--- src/rtl/cuckoo_pkg.sv ---
// Shared types and hashing helpers for the two-way cuckoo controller and its tag banks.
// Tag 0 marks an empty slot; the left bank folds the low tag slice, the right bank the high slice.
package cuckoo_pkg;

  localparam int TAG_WIDTH   = 12;
  localparam int INDEX_WIDTH = 6;
  localparam int KEY_WIDTH   = TAG_WIDTH + INDEX_WIDTH;

  typedef enum logic [2:0] {
    ST_IDLE   = 3'd0,
    ST_LOOKUP = 3'd1,
    ST_PROBE  = 3'd2,
    ST_PLACE  = 3'd3,
    ST_RESP   = 3'd4
  } state_e;

  typedef enum logic {
    OP_LOOKUP = 1'b0,
    OP_INSERT = 1'b1
  } op_e;

  function automatic logic [TAG_WIDTH-1:0] get_tag(input logic [KEY_WIDTH-1:0] key);
    return key[KEY_WIDTH-1:INDEX_WIDTH];
  endfunction

  function automatic logic [INDEX_WIDTH-1:0] tag_fold(input logic side,
                                                      input logic [TAG_WIDTH-1:0] tag);
    logic [INDEX_WIDTH-1:0] f;
    if (side) begin
      f = tag[TAG_WIDTH-1:TAG_WIDTH-INDEX_WIDTH];
    end else begin
      f = tag[INDEX_WIDTH-1:0];
    end
    return f;
  endfunction

  function automatic logic [INDEX_WIDTH-1:0] get_index(input logic side,
                                                       input logic [KEY_WIDTH-1:0] key);
    return key[INDEX_WIDTH-1:0] ^ tag_fold(side, get_tag(key));
  endfunction

  // Inverse of get_index: recovers the full key of a resident entry from its slot.
  function automatic logic [KEY_WIDTH-1:0] rebuild_key(input logic side,
                                                       input logic [INDEX_WIDTH-1:0] idx,
                                                       input logic [TAG_WIDTH-1:0] tag);
    return {tag, idx ^ tag_fold(side, tag)};
  endfunction

endpackage

--- src/rtl/cuckoo_stats.sv ---
// Saturating 32-bit event counters for cuckoo_ctrl; only instantiated when
// CUCKOO_CTRL_STATS_EN is defined.
module cuckoo_stats (
  input  logic        clk,
  input  logic        rst,
  input  logic        ins_inc_i,
  input  logic        fail_inc_i,
  input  logic        kick_inc_i,
  output logic [31:0] stat_ins_o,
  output logic [31:0] stat_fail_o,
  output logic [31:0] stat_kick_o
);

  logic [31:0] ins_q, ins_d;
  logic [31:0] fail_q, fail_d;
  logic [31:0] kick_q, kick_d;

  function automatic logic [31:0] sat_inc(input logic [31:0] v, input logic en);
    logic [31:0] n;
    if (en && (v != 32'hFFFF_FFFF)) begin
      n = v + 32'd1;
    end else begin
      n = v;
    end
    return n;
  endfunction

  always_comb begin
    ins_d  = sat_inc(ins_q, ins_inc_i);
    fail_d = sat_inc(fail_q, fail_inc_i);
    kick_d = sat_inc(kick_q, kick_inc_i);
  end

  always_ff @(posedge clk) begin
    if (rst) begin
      ins_q  <= 32'd0;
      fail_q <= 32'd0;
      kick_q <= 32'd0;
    end else begin
      ins_q  <= ins_d;
      fail_q <= fail_d;
      kick_q <= kick_d;
    end
  end

  assign stat_ins_o  = ins_q;
  assign stat_fail_o = fail_q;
  assign stat_kick_o = kick_q;

endmodule

--- src/rtl/cuckoo_ctrl.sv ---
// Insert/lookup sequencer for a two-way cuckoo filter over a left and a right tag bank.
// Statistics counters are built only when CUCKOO_CTRL_STATS_EN is defined.
module cuckoo_ctrl
  import cuckoo_pkg::*;
#(
  parameter int MAX_KICKS = 16
) (
  input  logic                 clk,
  input  logic                 rst,
  input  logic                 req_valid_i,
  output logic                 req_ready_o,
  input  logic                 req_op_i,
  input  logic [KEY_WIDTH-1:0] req_key_i,
  output logic                 resp_valid_o,
  input  logic                 resp_ready_i,
  output logic                 resp_hit_o,
  output logic                 resp_fail_o,
  output logic                 resp_err_o,
  output logic [KEY_WIDTH-1:0] resp_drop_key_o,
  output logic                 l_read_o,
  output logic                 r_read_o,
  output logic                 l_write_o,
  output logic                 r_write_o,
  output logic [KEY_WIDTH-1:0] l_key_o,
  output logic [KEY_WIDTH-1:0] r_key_o,
  input  logic                 l_hit_i,
  input  logic                 r_hit_i,
  input  logic [TAG_WIDTH-1:0] l_tag_i,
  input  logic [TAG_WIDTH-1:0] r_tag_i,
  output logic [31:0]          stat_ins_o,
  output logic [31:0]          stat_fail_o,
  output logic [31:0]          stat_kick_o
);

  localparam int KW = $clog2(MAX_KICKS + 1);

  state_e               state_q, state_d;
  logic [KEY_WIDTH-1:0] cur_q, cur_d;
  logic                 side_q, side_d;
  logic [KW-1:0]        kicks_q, kicks_d;
  logic                 ready_q, ready_d;
  logic                 rvalid_q, rvalid_d;
  logic                 hit_q, hit_d;
  logic                 fail_q, fail_d;
  logic                 err_q, err_d;
  logic [KEY_WIDTH-1:0] drop_q, drop_d;
  logic                 l_rd_q, l_rd_d, r_rd_q, r_rd_d;
  logic                 l_wr_q, l_wr_d, r_wr_q, r_wr_d;
  logic [KEY_WIDTH-1:0] l_key_q, l_key_d, r_key_q, r_key_d;

  logic [TAG_WIDTH-1:0] old_tag_s;
  logic [KEY_WIDTH-1:0] victim_s;
  logic [KW-1:0]        kicks_inc_s;
  logic                 last_kick_s;
  logic                 probe_side_s;

  assign old_tag_s    = side_q ? r_tag_i : l_tag_i;
  assign victim_s     = rebuild_key(side_q, get_index(side_q, cur_q), old_tag_s);
  assign kicks_inc_s  = kicks_q + KW'(1);
  assign last_kick_s  = (kicks_inc_s == KW'(MAX_KICKS));
  assign probe_side_s = (l_tag_i == {TAG_WIDTH{1'b0}}) ? 1'b0 : (r_tag_i == {TAG_WIDTH{1'b0}});

  // Bank strobes are computed for the state being entered so they are valid as registered outputs.
  always_comb begin
    state_d  = state_q;
    cur_d    = cur_q;
    side_d   = side_q;
    kicks_d  = kicks_q;
    ready_d  = ready_q;
    rvalid_d = rvalid_q;
    hit_d    = hit_q;
    fail_d   = fail_q;
    err_d    = err_q;
    drop_d   = drop_q;
    l_rd_d   = 1'b0;
    r_rd_d   = 1'b0;
    l_wr_d   = 1'b0;
    r_wr_d   = 1'b0;
    l_key_d  = l_key_q;
    r_key_d  = r_key_q;
    case (state_q)
      ST_IDLE: begin
        if (req_valid_i && ready_q) begin
          cur_d   = req_key_i;
          ready_d = 1'b0;
          if (get_tag(req_key_i) == {TAG_WIDTH{1'b0}}) begin
            state_d  = ST_RESP;
            rvalid_d = 1'b1;
            err_d    = 1'b1;
          end else begin
            l_rd_d  = 1'b1;
            r_rd_d  = 1'b1;
            l_key_d = req_key_i;
            r_key_d = req_key_i;
            state_d = (req_op_i == OP_INSERT) ? ST_PROBE : ST_LOOKUP;
          end
        end else begin
          state_d = ST_IDLE;
        end
      end
      ST_LOOKUP: begin
        state_d  = ST_RESP;
        rvalid_d = 1'b1;
        hit_d    = l_hit_i | r_hit_i;
      end
      ST_PROBE: begin
        if (l_hit_i || r_hit_i) begin
          state_d  = ST_RESP;
          rvalid_d = 1'b1;
          hit_d    = 1'b1;
        end else begin
          state_d = ST_PLACE;
          side_d  = probe_side_s;
          kicks_d = {KW{1'b0}};
          l_rd_d  = ~probe_side_s;
          l_wr_d  = ~probe_side_s;
          r_rd_d  = probe_side_s;
          r_wr_d  = probe_side_s;
          l_key_d = cur_q;
          r_key_d = cur_q;
        end
      end
      ST_PLACE: begin
        if (old_tag_s == {TAG_WIDTH{1'b0}}) begin
          state_d  = ST_RESP;
          rvalid_d = 1'b1;
        end else if (last_kick_s) begin
          state_d  = ST_RESP;
          rvalid_d = 1'b1;
          fail_d   = 1'b1;
          drop_d   = victim_s;
          kicks_d  = kicks_inc_s;
        end else begin
          // The evicted entry moves to the opposite bank on the next cycle.
          cur_d   = victim_s;
          side_d  = ~side_q;
          kicks_d = kicks_inc_s;
          l_rd_d  = side_q;
          l_wr_d  = side_q;
          r_rd_d  = ~side_q;
          r_wr_d  = ~side_q;
          l_key_d = victim_s;
          r_key_d = victim_s;
        end
      end
      ST_RESP: begin
        if (resp_ready_i) begin
          state_d  = ST_IDLE;
          ready_d  = 1'b1;
          rvalid_d = 1'b0;
          hit_d    = 1'b0;
          fail_d   = 1'b0;
          err_d    = 1'b0;
          drop_d   = {KEY_WIDTH{1'b0}};
        end else begin
          state_d = ST_RESP;
        end
      end
      default: begin
        state_d  = ST_IDLE;
        ready_d  = 1'b1;
        rvalid_d = 1'b0;
        hit_d    = 1'b0;
        fail_d   = 1'b0;
        err_d    = 1'b0;
        drop_d   = {KEY_WIDTH{1'b0}};
      end
    endcase
  end

  // Sequencer state and all registered outputs.
  always_ff @(posedge clk) begin
    if (rst) begin
      state_q  <= ST_IDLE;
      cur_q    <= {KEY_WIDTH{1'b0}};
      side_q   <= 1'b0;
      kicks_q  <= {KW{1'b0}};
      ready_q  <= 1'b1;
      rvalid_q <= 1'b0;
      hit_q    <= 1'b0;
      fail_q   <= 1'b0;
      err_q    <= 1'b0;
      drop_q   <= {KEY_WIDTH{1'b0}};
      l_rd_q   <= 1'b0;
      r_rd_q   <= 1'b0;
      l_wr_q   <= 1'b0;
      r_wr_q   <= 1'b0;
      l_key_q  <= {KEY_WIDTH{1'b0}};
      r_key_q  <= {KEY_WIDTH{1'b0}};
    end else begin
      state_q  <= state_d;
      cur_q    <= cur_d;
      side_q   <= side_d;
      kicks_q  <= kicks_d;
      ready_q  <= ready_d;
      rvalid_q <= rvalid_d;
      hit_q    <= hit_d;
      fail_q   <= fail_d;
      err_q    <= err_d;
      drop_q   <= drop_d;
      l_rd_q   <= l_rd_d;
      r_rd_q   <= r_rd_d;
      l_wr_q   <= l_wr_d;
      r_wr_q   <= r_wr_d;
      l_key_q  <= l_key_d;
      r_key_q  <= r_key_d;
    end
  end

  assign req_ready_o     = ready_q;
  assign resp_valid_o    = rvalid_q;
  assign resp_hit_o      = hit_q;
  assign resp_fail_o     = fail_q;
  assign resp_err_o      = err_q;
  assign resp_drop_key_o = drop_q;
  assign l_read_o        = l_rd_q;
  assign r_read_o        = r_rd_q;
  assign l_write_o       = l_wr_q;
  assign r_write_o       = r_wr_q;
  assign l_key_o         = l_key_q;
  assign r_key_o         = r_key_q;

`ifdef CUCKOO_CTRL_STATS_EN
  logic place_s;
  logic ins_inc_s;
  logic kick_inc_s;
  logic fail_inc_s;

  assign place_s    = (state_q == ST_PLACE);
  assign ins_inc_s  = place_s && (old_tag_s == {TAG_WIDTH{1'b0}});
  assign kick_inc_s = place_s && (old_tag_s != {TAG_WIDTH{1'b0}});
  assign fail_inc_s = kick_inc_s && last_kick_s;

  cuckoo_stats u_stats (
    .clk         (clk),
    .rst         (rst),
    .ins_inc_i   (ins_inc_s),
    .fail_inc_i  (fail_inc_s),
    .kick_inc_i  (kick_inc_s),
    .stat_ins_o  (stat_ins_o),
    .stat_fail_o (stat_fail_o),
    .stat_kick_o (stat_kick_o)
  );
`else
  assign stat_ins_o  = 32'd0;
  assign stat_fail_o = 32'd0;
  assign stat_kick_o = 32'd0;
`endif

endmodule

--- config.mk ---
export PLATFORM = sky130hd
export DESIGN_NAME = cuckoo_ctrl
export DESIGN_NICKNAME = d
export VERILOG_FILES = /design/src/rtl/cuckoo_pkg.sv /design/src/rtl/cuckoo_stats.sv /design/src/rtl/cuckoo_ctrl.sv
export SDC_FILE = /design/constraint.sdc
export NUM_CORES = 1
export LEC_CHECK = 0
export CORE_AREA = 5 5 112 114
export CTS_CLUSTER_DIAMETER = 50
export DETAILED_ROUTE_END_ITERATION = 6
export DIE_AREA = 0 0 117 119
export HOLD_SLACK_MARGIN = 0.02
export PLACE_DENSITY = 0.93
export SETUP_SLACK_MARGIN = 0.05
export SYNTH_ARGS = -nofsm -noshare
export SYNTH_HDL_FRONTEND = slang
export SYNTH_SLANG_ARGS = --single-unit
export TNS_END_PERCENT = 20
--- constraint.sdc ---
create_clock -name clk -period 4.69 [get_ports clk]
set_input_delay 0.469 -clock clk [delete_from_list [all_inputs] [get_ports clk]]
set_output_delay 0.469 -clock clk [all_outputs]
set_load 0.02 [all_outputs]
==> flow_summary.ini <==
[global_route]
grt_overflow = 0
grt_max_degree = 58
grt_use_total_pct = 18.5
grt_pass1_vias = 3963
grt_first_pass_wirelength_mm = 20.4
antenna_found_initial = 1

[floorplan]
die_width_microns = 117
die_h_microns = 119
pin_count = 208
initial_core_util_pct = 45.0
rows = 39
core_area_sq_um = 11300
die_area_sq_um = 13900

[final_layout]
drive_above_1_share_pct = 8.09
fin_area_sq_um = 6040
area_growth_pct = 18.6
nets = 725
diodes = 0

[timing]
maxSlewHeadroom_pct = 30.4
fin_skew_ps = 6.79
setup_slack_ps = 1630
grt_setup_unrepaired = no
tightest_slew_ps = 1040
tns_ps = 0
fin_crit_sh_pct = 65.1
fmax_ghz = 0.327
finalSetupViolations = 0
timing.final.hold_violations = 0
slew_viol_final = 0
min_period_ps = 3060

[logic_synthesis]
synth_area_sq_um = 5090
syn_inst = 599
ys_seq_area_share_pct = 28.3
ys_warn_count = 0
synth_edf_count = 0
yosys.cell_types.count = 59
synth_flop_cell = dfxtp_1
synth-seq-cells = 72
async_flop_share_pct = 0
synth.avg_cell_area_sq_um = 8.50

[cts]
cts_buffers = 9
cts_setup_buffers = 0
cts_hold_buffers = 0
cts_max_path_buffers = 2
htreeDepth = 3
cts.sink_count = 72
cts_tree = done
clk_pin_slew_ps = 60
cts_root_buffer = clkbuf_16
insertion_delay_ps = 340
ctsResizeCount = 0

[route]
vias_per_cell = 5.21
drt-initial-drc-count = 294
vias = 4287
wl_per_cell_microns = 16.4
dr.pass1.iters = 5
routed_wl_mm = 13.5
postRouteAntennaNets = 0
drc = 0

[placed_design]
hpwlAfterDp_mm = 10.0
dp_slack_ps = 1350
gp_congestion = 0.885
portBuffers = 111
place_area_sq_um = 5740

[setup_path]
cpPeakStageDelay_ps = 880
path_cells = clkdlybuf4s50_1 -> nor4_2 -> nand4_2 -> nand3_2 -> a22o_1 -> mux2_1
arrival_ps = 3270
cp_max_fo = 18
crit_path_end_kind = register
cp_slowest_cell = a22o_1
crit_type = primary input to register
cp.required_ps = 4910
cp-start-kind = primary input

[power_and_ir_drop]
peakVddDrop_uv = 210
power.total_mw = 1.94
power_switching_mw = 0.620
clkPwrFrac_pct = 35.5
p_seq_share_pct = 36.5
swShare_pct = 32.0
power_density_nw_per_um2 = 321
p_int_mw = 1.32
leakage_nw = 2.40
power_frac_comb_pct = 28.0

[outcome]
status = finished, final reports clean

[run]
drv_cap = 0

[min_path]
hold_class = register to register
[flip-flops by register name, summed over array words and instances (netlist names)]
register / flops
cur_q: 18
r_key_o: 18
resp_drop_key_o: 18
kicks_q: 5
state_q: 3
l_read_o: 1
l_write_o: 1
r_read_o: 1
r_write_o: 1
req_ready_o: 1
resp_err_o: 1
resp_fail_o: 1
resp_hit_o: 1
resp_valid_o: 1
side_q: 1
[metal layers]
layer	part of all wire [%]	GRT usage [%]
met4	1.5	5.02
met3	11	6.14
met5	0.081	0
met1	40	23.5
met2	48	29.9
[power groups by stage]
stage | sequential [mW] | clock [mW] | combinational (mW)
2_1_floorplan | 0.736 | 0 | 0.431
3_3_place_gp | 0.718 | 0 | 0.528
3_5_place_dp | 0.719 | 0 | 0.535
4_1_cts | 0.707 | 0.690 | 0.540
5_1_grt | 0.714 | 0.715 | 0.581
6_report | 0.707 | 0.687 | 0.543
[kinds of logic (layout without fill, tap and decap cells)]
logic type      after synthesis  after routing  synth area share (%)
buf+inv                     154            140                  21.0
flops                        72             72                  28.3
compound gates              105            105                  14.5
simple gates                187            187                  19.8
mux                          66             66                  13.9
xor+xnor                     13             13                  2.24
other cells                   1             96                0.0736
fa+ha+maj                     1              1                 0.246
[through the flow]
stage / std cells / util, % / hold WS (ps)
final: 823 / 53.3 / 459
after detailed placement: 807 / 50.7 / 449
after CTS: 823 / 53.3 / 464
after global placement: 807 / 50.7 / 445
after floorplan: 694 / - / 464
after global routing: 823 / 53.3 / 483
[Yosys cell counts (2+ instances only)]
cell / n / area [sq um]
buf_4: 116 / 871
dfxtp_1: 72 / 1440
nand2_1: 60 / 225
mux2i_1: 48 / 480
nor2_1: 30 / 113
a21oi_1: 27 / 135
nand3_1: 21 / 105
nor2b_1: 19 / 119
o211ai_1: 18 / 135
clkbuf_1: 17 / 63.8
o21ai_0: 16 / 80.1
o2bb2ai_1: 13 / 114
xnor2_1: 13 / 114
a211oi_1: 12 / 90.1
and2_1: 12 / 75.1
buf_2: 8 / 40.0
nand2b_1: 7 / 43.8
inv_1: 6 / 22.5
mux2_1: 6 / 67.6
mux2_2: 6 / 67.6
mux2_4: 6 / 90.1
nor3b_1: 6 / 45.0
nor4_2: 6 / 75.1
buf_6: 4 / 45.0
nor3_1: 4 / 20.0
or3_1: 4 / 25.0
nor4_1: 3 / 18.8
a21bo_2: 2 / 20.0
nand4_1: 2 / 12.5
nand4_2: 2 / 25.0
nor3_2: 2 / 20.0
o21a_1: 2 / 15.0
o21ai_1: 2 / 10.0
o31ai_1: 2 / 15.0
[critical path, delay by kind of cell]
family	cells	cell delay (ps)
buf+inv	1	450
mux	1	390
simple gates	3	1060
compound gates	1	880
[cells in the final DEF (no fill, tap or decap), types with 3 or more instances in the layout]
cell type,Yosys,routed
a211oi_1,12,12
a21oi_1,27,27
and2_1,12,12
buf_4,116,6
clkbuf_16,0,9
clkdlybuf4s50_1,0,111
conb_1,1,96
dfxtp_1,72,72
inv_1,6,6
mux2_1,6,6
mux2_2,6,6
mux2_4,6,6
mux2i_1,48,48
nand2_1,60,60
nand2b_1,7,7
nand3_1,21,21
nor2_1,30,30
nor2b_1,19,19
nor3_1,4,4
nor3b_1,6,6
nor4_1,3,3
nor4_2,6,6
o211ai_1,18,18
o21ai_0,16,16
o2bb2ai_1,13,13
or3_1,4,4
xnor2_1,13,13
[worst paths after layout]
path | start | end | slack (ps) | cells after the start
worst max-delay path | r_tag_i[3] | cur_q[1] | 1630 | 6
worst max register to register | state_q[0] | cur_q[1] | 1760 | 6
worst min register to register | resp_drop_key_o[10] | resp_drop_key_o[10] | 460 | 1
worst min-delay path | resp_drop_key_o[10] | resp_drop_key_o[10] | 460 | 1
[final cells by class]
type,instances,area (sq um)
Fill cell,998,5280
Multi-Input combinational cell,468,2940
Sequential cell,72,1440
Timing Repair Buffer,117,1160
Clock buffer,11,243
Tap cell,143,179
Clock inverter,5,56.3
Inverter,7,26.3
Note: power is estimated with default switching activity, not from simulation.
